--- src/rtl/onchip_mem_arbiter.sv ---
// Two-master round-robin arbiter sharing one single-port on-chip RAM Avalon-MM port.
// Latency: grant and command forwarding are combinational; read data returns RD_LATENCY clk after accept.
// Backpressure: the losing or idle master sees waitrequest=1 and holds its command; read data has no backpressure.
module onchip_mem_arbiter #(
  parameter int ADDR_W     = 16,
  parameter int DATA_W     = 32,
  parameter int RD_LATENCY = 1,
  localparam int BE_W      = DATA_W / 8
) (
  input  logic              clk,
  input  logic              reset_n,
  // master 0 (CPU data master)
  input  logic [ADDR_W-1:0] m0_address,
  input  logic              m0_read,
  input  logic              m0_write,
  input  logic [DATA_W-1:0] m0_writedata,
  input  logic [BE_W-1:0]   m0_byteenable,
  output logic              m0_waitrequest,
  output logic [DATA_W-1:0] m0_readdata,
  output logic              m0_readdatavalid,
  // master 1 (DMA / debug master)
  input  logic [ADDR_W-1:0] m1_address,
  input  logic              m1_read,
  input  logic              m1_write,
  input  logic [DATA_W-1:0] m1_writedata,
  input  logic [BE_W-1:0]   m1_byteenable,
  output logic              m1_waitrequest,
  output logic [DATA_W-1:0] m1_readdata,
  output logic              m1_readdatavalid,
  // RAM port
  output logic [ADDR_W-1:0] mem_address,
  output logic              mem_chipselect,
  output logic              mem_write,
  output logic [DATA_W-1:0] mem_writedata,
  output logic [BE_W-1:0]   mem_byteenable,
  output logic              mem_clken,
  input  logic [DATA_W-1:0] mem_readdata
);

  logic              req0;
  logic              req1;
  logic              gnt0;
  logic              gnt1;
  logic              any_gnt;
  logic              last_grant;   // 0 = m0 won last, 1 = m1 won last
  logic              win_write;
  logic              rd_accept;
  logic [ADDR_W-1:0] win_address;
  logic [DATA_W-1:0] win_writedata;
  logic [BE_W-1:0]   win_byteenable;
  logic [ADDR_W-1:0] address_hold;
  logic [DATA_W-1:0] writedata_hold;
  logic [RD_LATENCY-1:0] tag_vld;
  logic [RD_LATENCY-1:0] tag_id;
  logic              out_vld;

  // A write request takes precedence over a simultaneous read from the same master.
  assign req0 = m0_read | m0_write;
  assign req1 = m1_read | m1_write;

  // Round-robin grant; held off entirely while reset_n is low so nothing reaches the RAM.
  always_comb begin
    gnt0 = 1'b0;
    gnt1 = 1'b0;
    if (reset_n) begin
      if (req0 && (!req1 || last_grant)) begin
        gnt0 = 1'b1;
      end else if (req1) begin
        gnt1 = 1'b1;
      end
    end
  end

  assign any_gnt = gnt0 | gnt1;

  // Winner command mux.
  always_comb begin
    win_address    = m1_address;
    win_writedata  = m1_writedata;
    win_byteenable = m1_byteenable;
    win_write      = m1_write;
    if (gnt0) begin
      win_address    = m0_address;
      win_writedata  = m0_writedata;
      win_byteenable = m0_byteenable;
      win_write      = m0_write;
    end
  end

  assign rd_accept = (gnt0 & ~m0_write) | (gnt1 & ~m1_write);

  // Remember who won; reset leaves m1 as last winner so m0 goes first.
  always_ff @(posedge clk) begin
    if (!reset_n) begin
      last_grant <= 1'b1;
    end else if (gnt0) begin
      last_grant <= 1'b0;
    end else if (gnt1) begin
      last_grant <= 1'b1;
    end
  end

  // Keep the RAM address/data buses quiet (last value) between accesses; pure datapath, no reset.
  always_ff @(posedge clk) begin
    if (any_gnt) begin
      address_hold   <= win_address;
      writedata_hold <= win_writedata;
    end
  end

  assign mem_address    = any_gnt ? win_address : address_hold;
  assign mem_writedata  = any_gnt ? win_writedata : writedata_hold;
  assign mem_chipselect = any_gnt;
  assign mem_write      = any_gnt & win_write;
  assign mem_byteenable = mem_write ? win_byteenable : {BE_W{1'b1}};
  assign mem_clken      = reset_n;

  assign m0_waitrequest = ~gnt0;
  assign m1_waitrequest = ~gnt1;

  // Read tag pipeline {valid,id}, one stage per cycle of RAM read latency; reset drops in-flight reads.
  always_ff @(posedge clk) begin
    if (!reset_n) begin
      tag_vld <= '0;
      tag_id  <= '0;
    end else begin
      tag_vld[0] <= rd_accept;
      tag_id[0]  <= gnt1;
      for (int i = 1; i < RD_LATENCY; i++) begin
        tag_vld[i] <= tag_vld[i-1];
        tag_id[i]  <= tag_id[i-1];
      end
    end
  end

  // Gated by reset_n so a tag maturing in the reset cycle itself is never signalled.
  assign out_vld          = tag_vld[RD_LATENCY-1] & reset_n;
  assign m0_readdatavalid = out_vld & ~tag_id[RD_LATENCY-1];
  assign m1_readdatavalid = out_vld &  tag_id[RD_LATENCY-1];
  assign m0_readdata      = mem_readdata;
  assign m1_readdata      = mem_readdata;

endmodule
--- config.mk ---
export PLATFORM = sky130hd
export DESIGN_NAME = onchip_mem_arbiter
export DESIGN_NICKNAME = d
export VERILOG_FILES = /design/src/rtl/onchip_mem_arbiter.sv
export SDC_FILE = /design/constraint.sdc
export NUM_CORES = 1
export LEC_CHECK = 0
export CAP_MARGIN = 20
export CORE_MARGIN = 5
export CORE_UTILIZATION = 35
export CTS_CLUSTER_DIAMETER = 30
export DETAILED_ROUTE_END_ITERATION = 8
export DONT_BUFFER_PORTS = 1
export PLACE_DENSITY = 0.45
export SYNTH_ARGS = -nofsm -noshare
export SYNTH_HDL_FRONTEND = slang
export SYNTH_SLANG_ARGS = --single-unit
--- constraint.sdc ---
create_clock -name clk -period 1.8 [get_ports clk]
set_input_delay 0.18 -clock clk [delete_from_list [all_inputs] [get_ports clk]]
set_output_delay 0.18 -clock clk [all_outputs]
set_load 0.02 [all_outputs]
==> flow_summary.json, run 1 <==
{
  "grt_max_degree": 53,
  "end_kind": "output pin",
  "p_int_uw": 1950,
  "setup_viol": 0,
  "n_antenna_cell": 0,
  "start_util_pct": 36.2,
  "grt_overflow": 0,
  "nFillCells": 857,
  "power_frac_comb_pct": 34.6,
  "ff2ff_setup_slack_ns": 0.40,
  "power_density_nw_per_um2": 987,
  "min_path_type": "in -> reg",
  "num_vias": 1963,
  "max_freq_ghz": 0.566,
  "drv_slew": 0,
  "die_y_um": 102,
  "core_area_um2": 8260,
  "grt_pass1_vias": 2192,
  "synth_nets": 458,
  "worst_pin_slew_ns": 0.413,
  "drt_wl_total_mm": 8.31,
  "io-pin-count": 265,
  "cts.clk_slew.worst_paths_ns": 0.09,
  "dp_hpwl_mm": 6.04,
  "reg2reg_depth": 4,
  "final.period_utilization_pct": 98.1,
  "switching_share_pct": 35.7,
  "antenna_left": 0,
  "portBuffers": 0,
  "crit_path_start_kind": "flip-flop",
  "min_to": "tag_vld",
  "cts_buffers": 5,
  "synth_top_area_cell": "dfxtp_1",
  "cts.htree.levels": 2,
  "fin_skew_ns": 0.00528,
  "area_growth_pct": 2.84,
  "cts_tree": "done",
  "hp-start": "reset_n",
  "track_usage_pct": 14.8,
  "syn_area_um2": 2990,
  "maxCapViolations": 0,
  "drt_iter0_drc": 46,
  "cp_data_arrival_time_ns": 1.59,
  "synth_cells": 316,
  "clock_path_buffers": 2,
  "ys_types": 25,
  "drt_pass1_iterations": 4,
  "ys_seq_area_share_pct": 34.1,
  "clock_latency_ns": 0.29,
  "slew_headroom_pct": 72.3,
  "ir_drop_mv": 0.364,
  "drc": 0,
  "final_common_cell": "dfxtp_1",
  "hold_viol": 0,
  "wl_per_cell_um": 22.9,
  "min_path_cells": 1,
  "run_status": "complete, no violations",
  "clkPwrFrac_pct": 20.9,
  "p_leak_uw": 0.00123,
  "place_congestion": 0.698,
  "rows": 33,
  "nets": 399,
  "grt_pass1_wl_mm": 12.1,
  "p_switching_uw": 1080,
  "rsz0062_at_grt": "yes",
  "critPathKind": "reg -> out",
  "die_w_um": 102,
  "avgSynthCellArea_um2": 9.47,
  "numClockSinks": 51,
  "synth.area.top_cells": "dfxtp_1, buf_4, mux2i_1",
  "r2r_start": "last_grant",
  "cp_data_required_time_ns": 1.62,
  "total_power_uw": 3040,
  "yosysTopAreaCellShare_pct": 34.1,
  "period_needed_ns": 1.77,
  "die_area_um2": 10500,
  "cp_max_fo": 27,
  "final_cell_mix": "dfxtp_1, mux2i_1, nor3_1",
  "antenna_found_initial": 0,
  "regToRegEndpoint": "writedata_hold[20]",
  "synth-seq-cells": 51,
  "via_per_inst": 5.41,
  "drive_gt1_share_pct": 32.9,
  "tns_ns": 0,
  "seqPwrFrac_pct": 44.5,
  "root_buffer": "clkbuf_8",
  "yosysWarningCount": 0
}
-- layer usage --
metal | up-vias | GRT usage, % | share of wire, %
met5 | - | 0 | 0
met4 | 0 | 5.25 | 2.0
met3 | 27 | 5.94 | 9.9
met2 | 121 | 27.3 | 53
met1 | 895 | 15.1 | 35
li1 | 920 | - | -
-- power by group through the flow --
stage / clock (µW) / sequential, µW / combinational [µW]
4_1_cts: 681 / 1350 / 1010
6_report: 636 / 1350 / 1050
2_1_floorplan: 0 / 1370 / 969
3_3_place_gp: 0 / 1370 / 919
3_5_place_dp: 0 / 1380 / 926
5_1_grt: 715 / 1370 / 1120
-- kinds of logic (layout without fill, tap and decap cells) --
group / count (synthesis) / after routing / share of synthesized area [%]
AOI/OAI and AO/OA: 65 / 65 / 18.0
muxes: 48 / 48 / 16.1
and+or+nand+nor: 60 / 60 / 10.2
DFF: 51 / 51 / 34.1
buffers and inverters: 92 / 34 / 21.7
-- sequential cells by signal, indices dropped and copies added (netlist names) --
name and cells:
address_hold 16, last_grant 1, tag_id 1, tag_vld 1
writedata_hold 32
-- how the worst max path moves through the flow --
stage	from	end	slack, ns	cells after the start
floorplan	last_grant	mem_address[10]	0.20	6
CTS	last_grant	mem_writedata[18]	-0.03	4
detailed placement	last_grant	mem_byteenable[3]	0.20	5
finish	last_grant	mem_writedata[20]	0.03	4
global route	last_grant	mem_writedata[23]	-0.05	5
global placement	last_grant	mem_byteenable[1]	0.23	5
-- cell type report --
| class | instances | area [µm²] | share of cell area (%) |
|---|---|---|---|
| clock buffer | 7 | 76.3 | 2.48 |
| multi-input combinational | 173 | 1560 | 50.8 |
| clock inverter | 1 | 5.00 | 0.163 |
| tap | 105 | 131 | 4.27 |
| inverter | 5 | 18.8 | 0.610 |
| timing repair buffer | 21 | 262 | 8.50 |
| sequential | 51 | 1020 | 33.2 |
-- Yosys cell counts, drive strengths merged --
cell / n
buf: 77
dfxtp: 51
nor3: 49
a21oi: 48
mux2i: 48
clkbuf: 10
o21ai: 7
inv: 5
o2111ai: 4
a21boi: 2
and2: 2
nand2: 2
nor2: 2
a21o: 1
and3: 1
nand2b: 1
nand3b: 1
nor2b: 1
o21a: 1
o21ba: 1
o21bai: 1
or2: 1
-- worst max-delay path, stage by stage (launching register included) --
cell and delay, ns:
dfxtp_2 0.33, o21ba_4 0.16, or2_4 0.28, buf_12 0.19, a21oi_2 0.33
-- metrics by stage --
step / util, % / worst slack, ns / hold WS [ns] / area (µm²) / cells
floorplan: - / 0.199 / 0.256 / 2990 / 316
global placement: 32.9 / 0.233 / 0.266 / 2720 / 352
detailed placement: 32.9 / 0.197 / 0.270 / 2720 / 352
CTS: 35.9 / -0.0341 / 0.00767 / 2970 / 363
global route: 37.3 / -0.0472 / 0.0242 / 3080 / 363
finish: 37.3 / 0.0346 / 0.0271 / 3080 / 363
-- timing repair --
action | 4_1_cts | 5_1_grt
endpoints found under the setup margin | 52 | 39
gates cloned | 1 | 0
hold buffers | 1 | 0
buffers inserted | 1 | 0
endpoints found under the hold margin | 1 | 0
resized for setup | 19 | 18
pin swaps | 1 | 0
Note: power is estimated with default switching activity, not from simulation.
==> inputs of run 2 (changes only) <==
Settings changed: GPL_TIMING_DRIVEN set to 1, SKIP_LAST_GASP set to 1.
==> flow_summary.json, run 2 (synthesized netlist as in run 1, its figures left out) <==
{
  "cts.clk_slew.worst_paths_ns": 0.09,
  "numClockSinks": 51,
  "core_area_um2": 8260,
  "antenna_left": 0,
  "final.period_utilization_pct": 99.4,
  "drt_wl_total_mm": 8.23,
  "track_usage_pct": 14.8,
  "area_growth_pct": 0.418,
  "power_density_nw_per_um2": 999,
  "min_path_type": "in -> reg",
  "die_y_um": 102,
  "grt_max_degree": 53,
  "drive_gt1_share_pct": 31.8,
  "clock_path_buffers": 2,
  "die_w_um": 102,
  "rsz0062_at_grt": "yes",
  "hold_viol": 0,
  "reg.largest.list": "writedata_hold x32, address_hold x16",
  "period_needed_ns": 1.79,
  "cts.htree.levels": 2,
  "drc": 0,
  "p_leak_uw": 0.00121,
  "cts_tree": "done",
  "fin_util_pct": 36.4,
  "cp_data_arrival_time_ns": 1.61,
  "fin_skew_ns": 0.00635,
  "clock_latency_ns": 0.30,
  "drv_slew": 0,
  "num_vias": 1970,
  "largest_reg_flops": 32,
  "cts_buffers": 5,
  "n_antenna_cell": 0,
  "worst_pin_slew_ns": 0.411,
  "crit_path_start_kind": "flip-flop",
  "drt_pass1_iterations": 4,
  "via_per_inst": 5.43,
  "nets": 399,
  "critical_path.cell_chain": "o21ba_2 > or2_4 > buf_12 > a21oi_2",
  "drt_iter0_drc": 37,
  "max_freq_ghz": 0.559,
  "total_power_uw": 3000,
  "grt_pass1_wl_mm": 12.1,
  "place_area_um2": 2720,
  "ir_drop_mv": 0.352,
  "end_kind": "output pin",
  "antenna_found_initial": 0,
  "rows": 33,
  "grt_overflow": 0,
  "hold_ws_ns": 0.0274,
  "cp_data_required_time_ns": 1.62,
  "top_register": "writedata_hold",
  "slowest_delay_ns": 0.33,
  "root_buffer": "clkbuf_8",
  "place_congestion": 0.698,
  "wl_per_cell_um": 22.7,
  "io-pin-count": 265,
  "cp_max_fo": 27,
  "setup_viol": 0,
  "grt_pass1_vias": 2192,
  "portBuffers": 0,
  "fin_area_um2": 3010,
  "start_util_pct": 36.2,
  "maxCapViolations": 0,
  "slew_headroom_pct": 72.4,
  "die_area_um2": 10500,
  "final_common_cell": "dfxtp_1",
  "dp_hpwl_mm": 6.04,
  "critPathKind": "reg -> out",
  "run_status": "complete, no violations",
  "final_cell_mix": "dfxtp_1, mux2i_1, nor3_1",
  "cp_slowest_cell": "dfxtp_2"
}
run 2: cell counts in the layout (fill, tap and decap cells not counted):
No cell type changed its count.
run 2: power breakdown:
part / internal (µW) / switching, µW / leakage [µW]
clock network: 274 / 362 / 0.0000422
logic: 353 / 663 / 0.000736
registers: 1310 / 42.8 / 0.000430
total: 1930 / 1070 / 0.00121
run 2: what timing repair did:
item | CTS | global route
buffers inserted | 1 | 0
cloned | 1 | 0
endpoints found under the setup margin | 52 | 39
pin swaps | 1 | 0
resized for setup | 17 | 8
hold endpoints to repair | 1 | 0
hold buffers | 1 | 0
run 2: stage by stage:
stage	setup TNS [ns]	worst slack [ns]	cells
final	0	0.0110	363
after global routing	-1.47	-0.0714	363
after CTS	-0.131	-0.0341	363
after detailed placement	0	0.197	352
after global placement	0	0.233	352
after floorplan	0	0.199	316
run 2: final timing paths:
path | start | to | slack, ns | cells past startpoint
setup / recovery | last_grant | mem_writedata[29] | 0.01 | 4
hold / removal | reset_n | tag_vld | 0.03 | 1
setup reg to reg | last_grant | writedata_hold[29] | 0.38 | 4
hold reg to reg | writedata_hold[23] | writedata_hold[23] | 0.57 | 2
run 2: routing by layer:
layer	vias to the layer above	share of wire [%]	GRT usage [%]
met5	-	0	0
met4	0	2.1	5.25
met3	27	10	5.94
met2	124	54	27.3
met1	899	34	15.1
li1	920	-	-
run 2: cell type report:
type | count | area (µm²)
Fill cell | 858 | 5250
Clock inverter | 1 | 5.00
Timing Repair Buffer | 21 | 250
Inverter | 5 | 18.8
Clock buffer | 7 | 76.3
Tap cell | 105 | 131
Multi-Input combinational cell | 173 | 1500
Sequential cell | 51 | 1020
run 2: worst max-delay path, delay by kind of cell (launching register included):
kind / cells / cell delay [ns]
AO/OA/AOI/OAI: 2 / 0.49
flip-flops: 1 / 0.33
AND/OR/NAND/NOR: 1 / 0.28
buffers and inverters: 1 / 0.19
==> inputs of run 3 (changes only) <==
Clock period 1.8 ns to 2.05 ns, I/O delays scaled along.
==> flow_summary.json, run 3 (synthesized netlist as in run 1, its figures left out) <==
{
  "run_status": "complete, no violations",
  "drv_slew": 0,
  "via_per_inst": 5.43,
  "cts.htree.levels": 2,
  "stdcell_count": 354,
  "end_kind": "output pin",
  "cp_max_fo": 27,
  "die_w_um": 102,
  "drt_wl_total_mm": 8.27,
  "power_density_nw_per_um2": 946,
  "layout_setup_ws_ns": 0.0581,
  "grtUsageMet1_pct": 15.9,
  "largest_reg_flops": 32,
  "num_vias": 1921,
  "area_growth_pct": -8.65,
  "nets": 390,
  "rows": 33,
  "cts.clk_slew.worst_paths_ns": 0.09,
  "die_area_um2": 10500,
  "grt_pass1_vias": 2146,
  "grt_overflow": 0,
  "drive_gt1_share_pct": 28.1,
  "cp_data_required_time_ns": 1.85,
  "cp_data_arrival_time_ns": 1.79,
  "drc": 0,
  "fin_skew_ns": 0.00563,
  "slew_headroom_pct": 61.4,
  "top_usage_layer": "met2",
  "clock_latency_ns": 0.30,
  "crit_path_start_kind": "flip-flop",
  "n_antenna_cell": 0,
  "dp_hpwl_mm": 5.86,
  "start_util_pct": 36.2,
  "portBuffers": 0,
  "period_needed_ns": 1.99,
  "place_ws_ns": 0.111,
  "drt_pass1_iterations": 4,
  "root_buffer": "clkbuf_8",
  "hold_ws_ns": 0.0435,
  "place_congestion": 0.666,
  "antenna_left": 0,
  "final.period_utilization_pct": 97.2,
  "final_common_cell": "dfxtp_1",
  "top_register": "writedata_hold",
  "fin_util_pct": 33.1,
  "drt_iter0_drc": 58,
  "ir_drop_mv": 0.387,
  "hold_viol": 0,
  "wl_per_cell_um": 23.4,
  "setup_viol": 0,
  "core_area_um2": 8260,
  "worst_pin_slew_ns": 0.579,
  "max_freq_ghz": 0.502,
  "min_path_type": "in -> reg",
  "grt_use_met2_pct": 26.3,
  "clock_path_buffers": 2,
  "numClockSinks": 51,
  "final_cell_mix": "dfxtp_1, nor3_1, mux2i_1, a21oi_2, buf_4",
  "reg.largest.list": "writedata_hold x32, address_hold x16",
  "tns_ns": 0,
  "grt_max_degree": 53,
  "p_leak_uw": 0.00112,
  "critPathKind": "reg -> out",
  "cts_buffers": 5,
  "use_met3_pct": 5.87,
  "place_inst": 344,
  "nFillCells": 886,
  "track_usage_pct": 14.9,
  "io-pin-count": 265,
  "cts_tree": "done",
  "rsz0062_at_grt": "yes",
  "die_y_um": 102,
  "antenna_found_initial": 0,
  "grt_pass1_wl_mm": 12.0,
  "maxCapViolations": 0
}
==> run 3: changes by cell type in the layout (fill, tap and decap cells not counted), sizes merged <==
| cell | change |
|---|---|
| buf | -10 |
| clkbuf | +1 |
| clkinv | -1 |
| or2 | +1 |
==> run 3: per-stage QoR <==
step | cell area, µm² | power (µW)
2_1_floorplan | 2990 | 2050
3_3_place_gp | 2610 | 1970
3_5_place_dp | 2610 | 1980
4_1_cts | 2730 | 2640
5_1_grt | 2730 | 2730
6_report | 2730 | 2590
==> run 3: worst max-delay path: stages, from the launching register on <==
cell and delay, ns:
dfxtp_1 0.42, o21ba_2 0.22, or2_4 0.43, o2111ai_1 0.25, buf_4 0.18
==> run 3: worst paths after layout <==
| check | to | slack (ns) | depth (start not counted) | startpoint |
|---|---|---|---|---|
| min | tag_vld | 0.04 | 1 | reset_n |
| max | mem_byteenable[2] | 0.06 | 4 | last_grant |
| min reg2reg | tag_vld | 0.59 | 2 | last_grant |
| max reg2reg | writedata_hold[19] | 0.47 | 3 | last_grant |
==> run 3: where the power goes <==
part           switching (µW)  total, µW  internal, µW
Sequential               37.6       1180          1150
Clock                     328        637           309
Combinational             537        764           226
Total                     903       2590          1680
==> run 3: cell type report <==
| class | count | area, µm² | share of cell area (%) |
|---|---|---|---|
| well taps | 105 | 131 | 4.81 |
| multi-input cells | 174 | 1360 | 49.7 |
| inverters | 5 | 18.8 | 0.686 |
| repair buffers | 11 | 105 | 3.84 |
| flip-flops and latches | 51 | 1020 | 37.3 |
| clock buffers | 8 | 100 | 3.66 |
==> run 3: what timing repair did <==
action / in CTS / in global routing
setup endpoints to repair: 54 / 48
hold buffers: 1 / 0
gates cloned: 1 / 0
hold endpoints to repair: 1 / 0
setup buffers: 0 / 0
gates resized for setup: 2 / 2
==> run 3: layer usage <==
| metal | wire [µm] | vias to the layer above |
|---|---|---|
| met5 | 0 | - |
| met3 | 854 | 28 |
| met4 | 188 | 0 |
| met2 | 4250 | 125 |
| met1 | 2980 | 863 |
| li1 | - | 905 |
